--- src/rtl/bp_be_fp_wb_stage.sv ---
// FP writeback stage: fixed-latency shift pipeline with NaN-boxing at capture,
// flush of in-flight entries, and sticky fflags accumulation with CSR override.
module bp_be_fp_wb_stage #(
  parameter int latency_p        = 4,
  parameter int reg_data_width_p = 64,
  parameter int rd_addr_width_p  = 5
) (
  input  logic                        clk_i,
  input  logic                        reset_i,
  input  logic                        v_i,
  input  logic                        sp_i,
  input  logic [reg_data_width_p-1:0] data_i,
  input  logic [4:0]                  fflags_i,
  input  logic [rd_addr_width_p-1:0]  rd_addr_i,
  input  logic                        flush_i,
  input  logic                        fflags_w_v_i,
  input  logic [4:0]                  fflags_w_data_i,
  output logic                        wb_v_o,
  output logic [rd_addr_width_p-1:0]  wb_rd_addr_o,
  output logic [reg_data_width_p-1:0] wb_data_o,
  output logic [4:0]                  fflags_o,
  output logic                        busy_o
);

  localparam int last_lp = latency_p - 1;

  logic [latency_p-1:0]        v_q, v_d;
  logic [rd_addr_width_p-1:0]  rd_q   [latency_p];
  logic [rd_addr_width_p-1:0]  rd_d   [latency_p];
  logic [reg_data_width_p-1:0] data_q [latency_p];
  logic [reg_data_width_p-1:0] data_d [latency_p];
  logic [4:0]                  ff_q   [latency_p];
  logic [4:0]                  ff_d   [latency_p];
  logic [4:0]                  fflags_q, fflags_d;
  logic [reg_data_width_p-1:0] boxed;
  logic [4:0]                  retire_ff;

  // Single-precision results carry all ones above bit 31.
  always_comb begin
    boxed = data_i;
    if (sp_i) begin
      for (int i = 32; i < reg_data_width_p; i++) begin
        boxed[i] = 1'b1;
      end
    end
  end

  // Flush kills everything that would land in a stage at the next edge;
  // only the entry already in the last stage retires this cycle.
  always_comb begin
    v_d[0]    = v_i & ~flush_i;
    rd_d[0]   = rd_addr_i;
    data_d[0] = boxed;
    ff_d[0]   = fflags_i;
    for (int k = 1; k < latency_p; k++) begin
      v_d[k]    = v_q[k-1] & ~flush_i;
      rd_d[k]   = rd_q[k-1];
      data_d[k] = data_q[k-1];
      ff_d[k]   = ff_q[k-1];
    end
  end

  always_comb begin
    retire_ff = v_q[last_lp] ? ff_q[last_lp] : 5'b0;
    if (fflags_w_v_i) begin
      fflags_d = fflags_w_data_i | retire_ff;
    end else begin
      fflags_d = fflags_q | retire_ff;
    end
  end

  always_ff @(posedge clk_i or posedge reset_i) begin
    if (reset_i) begin
      v_q      <= '0;
      fflags_q <= '0;
    end else begin
      v_q      <= v_d;
      fflags_q <= fflags_d;
    end
  end

  // Payload needs no reset: it is qualified by the valid bits.
  always_ff @(posedge clk_i) begin
    for (int k = 0; k < latency_p; k++) begin
      rd_q[k]   <= rd_d[k];
      data_q[k] <= data_d[k];
      ff_q[k]   <= ff_d[k];
    end
  end

  assign wb_v_o       = v_q[last_lp];
  assign wb_rd_addr_o = rd_q[last_lp];
  assign wb_data_o    = data_q[last_lp];
  assign fflags_o     = fflags_q;
  assign busy_o       = |v_q;

endmodule
--- config.mk ---
export PLATFORM = sky130hd
export DESIGN_NAME = bp_be_fp_wb_stage
export DESIGN_NICKNAME = d
export VERILOG_FILES = /design/src/rtl/bp_be_fp_wb_stage.sv
export SDC_FILE = /design/constraint.sdc
export NUM_CORES = 1
export LEC_CHECK = 0
export ABC_AREA = 1
export CAP_MARGIN = 30
export CELL_PAD_IN_SITES_DETAIL_PLACEMENT = 0
export CELL_PAD_IN_SITES_GLOBAL_PLACEMENT = 1
export CORE_UTILIZATION = 39
export CTS_CLUSTER_DIAMETER = 50
export DETAILED_ROUTE_END_ITERATION = 10
export PLACE_DENSITY_LB_ADDON = 0.3
export SKIP_CTS_REPAIR_TIMING = 1
export SYNTH_ARGS = -nofsm -noshare
export SYNTH_HDL_FRONTEND = slang
export SYNTH_SLANG_ARGS = --single-unit
--- constraint.sdc ---
create_clock -name clk_i -period 0.85 [get_ports clk_i]
set_input_delay 0.17 -clock clk_i [delete_from_list [all_inputs] [get_ports clk_i]]
set_output_delay 0.17 -clock clk_i [all_outputs]
set_load 0.005 [all_outputs]
==> results of run 1 <==
## cell type report
cell class                 instances  area (sq um)
multi-input combinational         58         325.3
sequential                       305          6201
timing repair buffer             176          1474
clock inverter                    14         142.6
fill                            1281          6782
tap                              216         270.3
clock buffer                      42         898.4
inverter                           6         22.52
## per-layer routing
layer  vias up  part of all wire [%]  track usage [%]
met2       122                    46            18.29
met1      1376                    41            12.16
met5         -                     0                0
met4         0                   2.7            4.967
met3        27                   9.6            4.591
li1       1559                     -                -
## cell usage in the layout, fill, tap and decap left out
master,Yosys,routed
or2_1,32,32
inv_6,0,2
inv_1,5,5
clkbuf_2,0,38
nor2_1,5,5
dfrtp_1,9,9
dlygate4sd3_1,0,1
clkinvlp_4,0,2
dlymetal6s2s_1,0,1
clkbuf_16,0,32
buf_6,3,20
nand2_1,15,11
clkinv_2,0,6
clkbuf_8,0,6
bufinv_16,0,2
clkbuf_1,0,4
nand2_2,0,4
inv_8,0,1
dfxtp_1,296,256
clkinv_4,0,1
inv_2,1,1
clkdlybuf4s50_1,0,84
buf_4,0,14
buf_2,0,18
nand3_1,6,4
dfxtp_2,0,40
nand3_2,0,2
## cell families (layout without fill, tap and decap cells)
group / count (synthesis) / after routing
buffers and inverters: 9 / 238
flip-flops: 305 / 305
AND/OR/NAND/NOR: 58 / 58
## per-stage QoR
stage,power [mW],setup TNS (ns),worst slack (ns),cells,hold slack [ns]
floorplan,15.66,0,0.07279,372,-0.002082
CTS,29.81,-52.73,-0.8699,810,-0.09700
finish,29.30,-20.42,-0.5029,817,0.08623
global placement,16.52,-18.61,-0.3069,754,0.3096
detailed placement,16.56,-19.20,-0.3018,754,0.3121
global route,30.52,-23.91,-0.5890,817,0.05361
## state kept, by name, indices dropped and copies added (netlist names)
name,count
data_q,256
ff_q,20
rd_q,20
fflags_o,5
v_q,4
## worst max-delay path: cells and delay by family (launching register included)
| kind | cells | cell delay (ns) |
|---|---|---|
| DFF | 1 | 0.38 |
| and+or+nand+nor | 2 | 0.17 |
| buffers and inverters | 1 | 0.11 |
## worst paths after layout
kind / startpoint / to / depth (start not counted)
max in group asynchronous: reset_i / fflags_o[4] / 3
max: v_q[1] / busy_o / 3
min: data_i[9] / data_q[0][9] / 1
max reg2reg: v_q[3] / fflags_o[1] / 4
min in group asynchronous: reset_i / fflags_o[1] / 3
min reg2reg: data_q[1][53] / data_q[2][53] / 0
## report_power, final
group / internal [mW] / switching, mW
registers: 15.1 / 0.184
clock network: 8.03 / 5.11
logic: 0.628 / 0.250
==> results by group, run 1 <==
Route
  – WL/cell: 11.44 microns
  – Via Count: 3084
  – Drt total wl: 9346 microns
  – DR pass1 iterations: 4
  – # DRC: 0
  – Initial DRC count: 85
  – Number of vias per cell: 3.775
  – Post-DRT Antenna Nets: 0

GRT
  – GRT overflow: 0
  – Global-route wire length before repair: 15120 microns
  – Total Routing Usage GR: 10.97%
  – Pin count of the biggest net entering global routing: 19
  – Vias in the first global route: 3215
  – Antenna violations before repair: 0

Yosys
  – Post-synthesis mux area share: 0%
  – Ys async rst share: 2.951%
  – Sequential area share after synthesis: 94.45%
  – Ys flop type: dfxtp_1
  – Post-Syn Area per Cell: 17.51 sq um
  – Synth Area in Compound Gates: 0%
  – Post-Syn Area: 6512 sq um
  – Most instantiated cells after synthesis: dfxtp_1, or2_1, nand2_1
  – Count leader, synth: dfxtp_1
  – Synth top area share: 90.99%
  – Synth cell types: 9
  – XOR/XNOR Fraction of Synth Area: 0%
  – Count of state elements after synthesis: 305
  – Yosys warnings: 0
  – Gate Count Post-Synth: 372
  – Largest family of logic cells by synthesized area: simple AND/OR/NAND/NOR gates
  – Post-synthesis simple-gate area fraction: 4.688%
  – Syn Nets: 457
  – Synth area leader: dfxtp_1
  – Synth top area cells: dfxtp_1, dfrtp_1, or2_1, nand2_1, buf_6
  – Adder-Cell Fraction of Synth Area: 0%
  – Post-synth EDFFs: 0

Cells and area
  – Finished Cell Area: 9334 sq um
  – Nets: 662
  – ANT cells: 0
  – Layout Utilization: 57.92%
  – Share of layout cells above drive strength 1: 31.45%
  – Area delta synth->final: 43.32%

Worst setup path
  – Crit path DAT: 1.18 ns
  – Critical Path, Cell by Cell: nor2_1, nand3_1, clkbuf_2
  – Crit path required time: 0.68 ns
  – Critical Path Source Type: register
  – Critical Path Fanout Max: 2
  – Crit end category: primary output
  – Critical path's slowest cell: dfrtp_1
  – Critical path class: reg -> out
  – Crit path largest cell delay: 0.38 ns
  – FF-to-FF setup slack: -0.02 ns

Timing
  – Final WS setup: -0.5029 ns
  – RSZ-0062 raised after global routing: yes
  – Fmax achieved: 739.2 MHz
  – Final setup vio count: 81
  – Fin. max-slew vios: 0
  – Final period util: 159.2%
  – Final Hold Vio Count: 0
  – Worst-margin pin slew: 0.3419 ns
  – Slew headroom: 77.18%
  – Crit path time final: 1.353 ns
  – Clock Skew: 0.007877 ns

Power
  – LEAKAGE: 4.019 nW
  – Power Dens Cells: 3139 nW/um^2
  – VDD IR max: 1627 uV

Placed design
  – Post-DP Area: 8418 sq um
  – GP Congestion: 0.7997
  – Post-DP HPWL: 6033 microns
  – # port buffers: 160

Clock network
  – Reg clk slew, reported paths: 0.06 ns
  – TritonCTS Buffers: 30
  – Level count of the clock H-tree: 1
  – Worst skew pair latency: 0.52 ns
  – CTS tree: built
  – Clock Path Buffers: 3
  – Clock Sinks: 305
  – Root Buffer: clkbuf_16

Job
  – Max_cap viols: 0

Die
  – Ports: 161
  – Number of placement rows: 46
  – Die area: 17220 sq um
  – Die W: 131.2 microns
  – Core Footprint: 16120 sq um
  – Height of the die: 131.2 microns
  – Initial core utilization: 40.41%

Status
  – Failing checks: negative setup slack
  – Status: finished, violations left

Hold path
  – Worst min path class: in -> reg
Note: power is estimated with default switching activity, not from simulation.
==> run 2, diff against run 1 <==
CELL_PAD_IN_SITES_DETAIL_PLACEMENT = not set   (was 0)
CELL_PAD_IN_SITES_GLOBAL_PLACEMENT = not set   (was 1)
CORE_MARGIN = 2   (was not set)
CORE_UTILIZATION = 40   (was 39)
==> results by group, run 2 (synthesis results as in run 1) <==
Cells and area
  – Max reg flops: 256
  – Regs by FF count: data_q x256, ff_q x20, rd_q x20
  – ANT cells: 0
  – Nets: 656
  – Most frequent cells in the layout: dfxtp_1, clkdlybuf4s50_1, clkbuf_2
  – Largest Register: data_q
  – Finished Cell Area: 9236 sq um
  – Share of layout cells above drive strength 1: 29.34%
  – Layout Utilization: 58.14%
  – Most common cell after layout, fill and taps aside: dfxtp_1
  – Area delta synth->final: 41.83%

Placed design
  – Dpl ws: -0.3499 ns
  – # port buffers: 160
  – Post-DP Area: 8403 sq um
  – Post-DP HPWL: 6170 microns
  – GP Congestion: 0.7784

Timing
  – Clock Skew: 0.01129 ns
  – Fmax achieved: 734.5 MHz
  – Setup total negative slack: -20.09 ns
  – Final WS setup: -0.5114 ns
  – Final period util: 160.2%
  – Crit path time final: 1.361 ns
  – Worst-margin pin slew: 0.3309 ns
  – Fin. max-slew vios: 0
  – Final setup vio count: 81
  – Final Hold Vio Count: 0
  – RSZ-0062 raised after global routing: yes
  – Slew headroom: 77.91%

Power
  – VDD IR max: 2185 uV
  – Pwr Total: 29.69 mW
  – Power Dens Cells: 3214 nW/um^2
  – LEAKAGE: 3.958 nW

Die
  – Initial core utilization: 41.00%
  – Die area: 17320 sq um
  – Number of placement rows: 46
  – Core Footprint: 15890 sq um
  – Die W: 131.6 microns
  – Height of the die: 131.6 microns
  – Ports: 161

Route
  – Initial DRC count: 77
  – DR pass1 iterations: 3
  – # DRC: 0
  – Via Count: 3020
  – WL/cell: 11.58 microns
  – Number of vias per cell: 3.733
  – Drt total wl: 9370 microns
  – Post-DRT Antenna Nets: 0

Job
  – Max_cap viols: 0

Hold path
  – Worst min path class: in -> reg

Clock network
  – Worst skew pair latency: 0.52 ns
  – Root Buffer: clkbuf_16
  – TritonCTS Buffers: 29
  – Clock Sinks: 305
  – Clock Path Buffers: 3
  – Level count of the clock H-tree: 1
  – Reg clk slew, reported paths: 0.06 ns
  – CTS tree: built

GRT
  – Vias in the first global route: 3065
  – Antenna violations before repair: 0
  – Global-route wire length before repair: 14600 microns
  – Pin count of the biggest net entering global routing: 17
  – GRT overflow: 0
  – Total Routing Usage GR: 10.48%

Worst setup path
  – Crit end category: primary output
  – Crit path DAT: 1.19 ns
  – Critical path class: reg -> out
  – Critical Path Source Type: register
  – Crit path required time: 0.68 ns
  – Critical Path Fanout Max: 2

Status
  – Failing checks: negative setup slack
  – Status: finished, violations left
[run 2: changes by cell type in the layout (fill, tap and decap cells not counted), moves of 3 or more]
cell,previous run,this run
buf_4,14,9
clkbuf_8,6,2
buf_6,20,13
nand2_1,11,14
dfxtp_2,40,35
dfxtp_1,256,261
clkbuf_16,32,29
buf_2,18,27
bufinv_16,2,6
nand2_2,4,1
[run 2: per-layer routing]
metal / vias up / GRT usage (%) / routed length [microns]
met4: 0 / 4.408 / 227
li1: 1542 / - / -
met5: - / 0 / 0
met3: 24 / 5.671 / 1173
met1: 1322 / 11.18 / 3718
met2: 132 / 17.28 / 4250
[run 2: per-stage QoR]
stage,hold WS [ns],std cells
after CTS,-0.1033,805
after global routing,0.05348,809
after global placement,0.3097,752
after floorplan,-0.002082,372
final,0.08666,809
after detailed placement,0.3121,752
[run 2: report_power, final]
| part | leakage (nW) | total [mW] | internal, mW | switching (mW) |
|---|---|---|---|---|
| Combinational | 0.834 | 0.817 | 0.579 | 0.238 |
| Clock | 0.524 | 13.6 | 8.37 | 5.23 |
| Sequential | 2.60 | 15.3 | 15.1 | 0.178 |
| Total | 3.96 | 29.7 | 24.0 | 5.65 |
[run 2: critical path, stage by stage (launching register included)]
cell	delay (ns)
dfrtp_1	0.38
nor2_1	0.11
nand3_1	0.07
clkbuf_2	0.11
[run 2: final timing paths]
path / startpoint / end / slack, ns / depth (start not counted)
max: v_q[1] / busy_o / -0.51 / 3
min: data_i[4] / data_q[0][4] / 0.09 / 1
max reg2reg: v_q[3] / fflags_o[4] / -0.04 / 4
min reg2reg: data_q[0][48] / data_q[1][48] / 0.32 / 0
max in group asynchronous: reset_i / fflags_o[4] / 0.13 / 3
min in group asynchronous: reset_i / v_q[0] / 0.47 / 3
[run 2: final cells by class]
| type | instances | area, sq um |
|---|---|---|
| clock buffers | 33 | 760.7 |
| repair buffers | 171 | 1385 |
| fillers | 1270 | 6649 |
| flip-flops and latches | 305 | 6195 |
| well taps | 216 | 270.3 |
| multi-input cells | 58 | 307.8 |
| clock inverters | 20 | 295.3 |
| inverters | 6 | 22.52 |
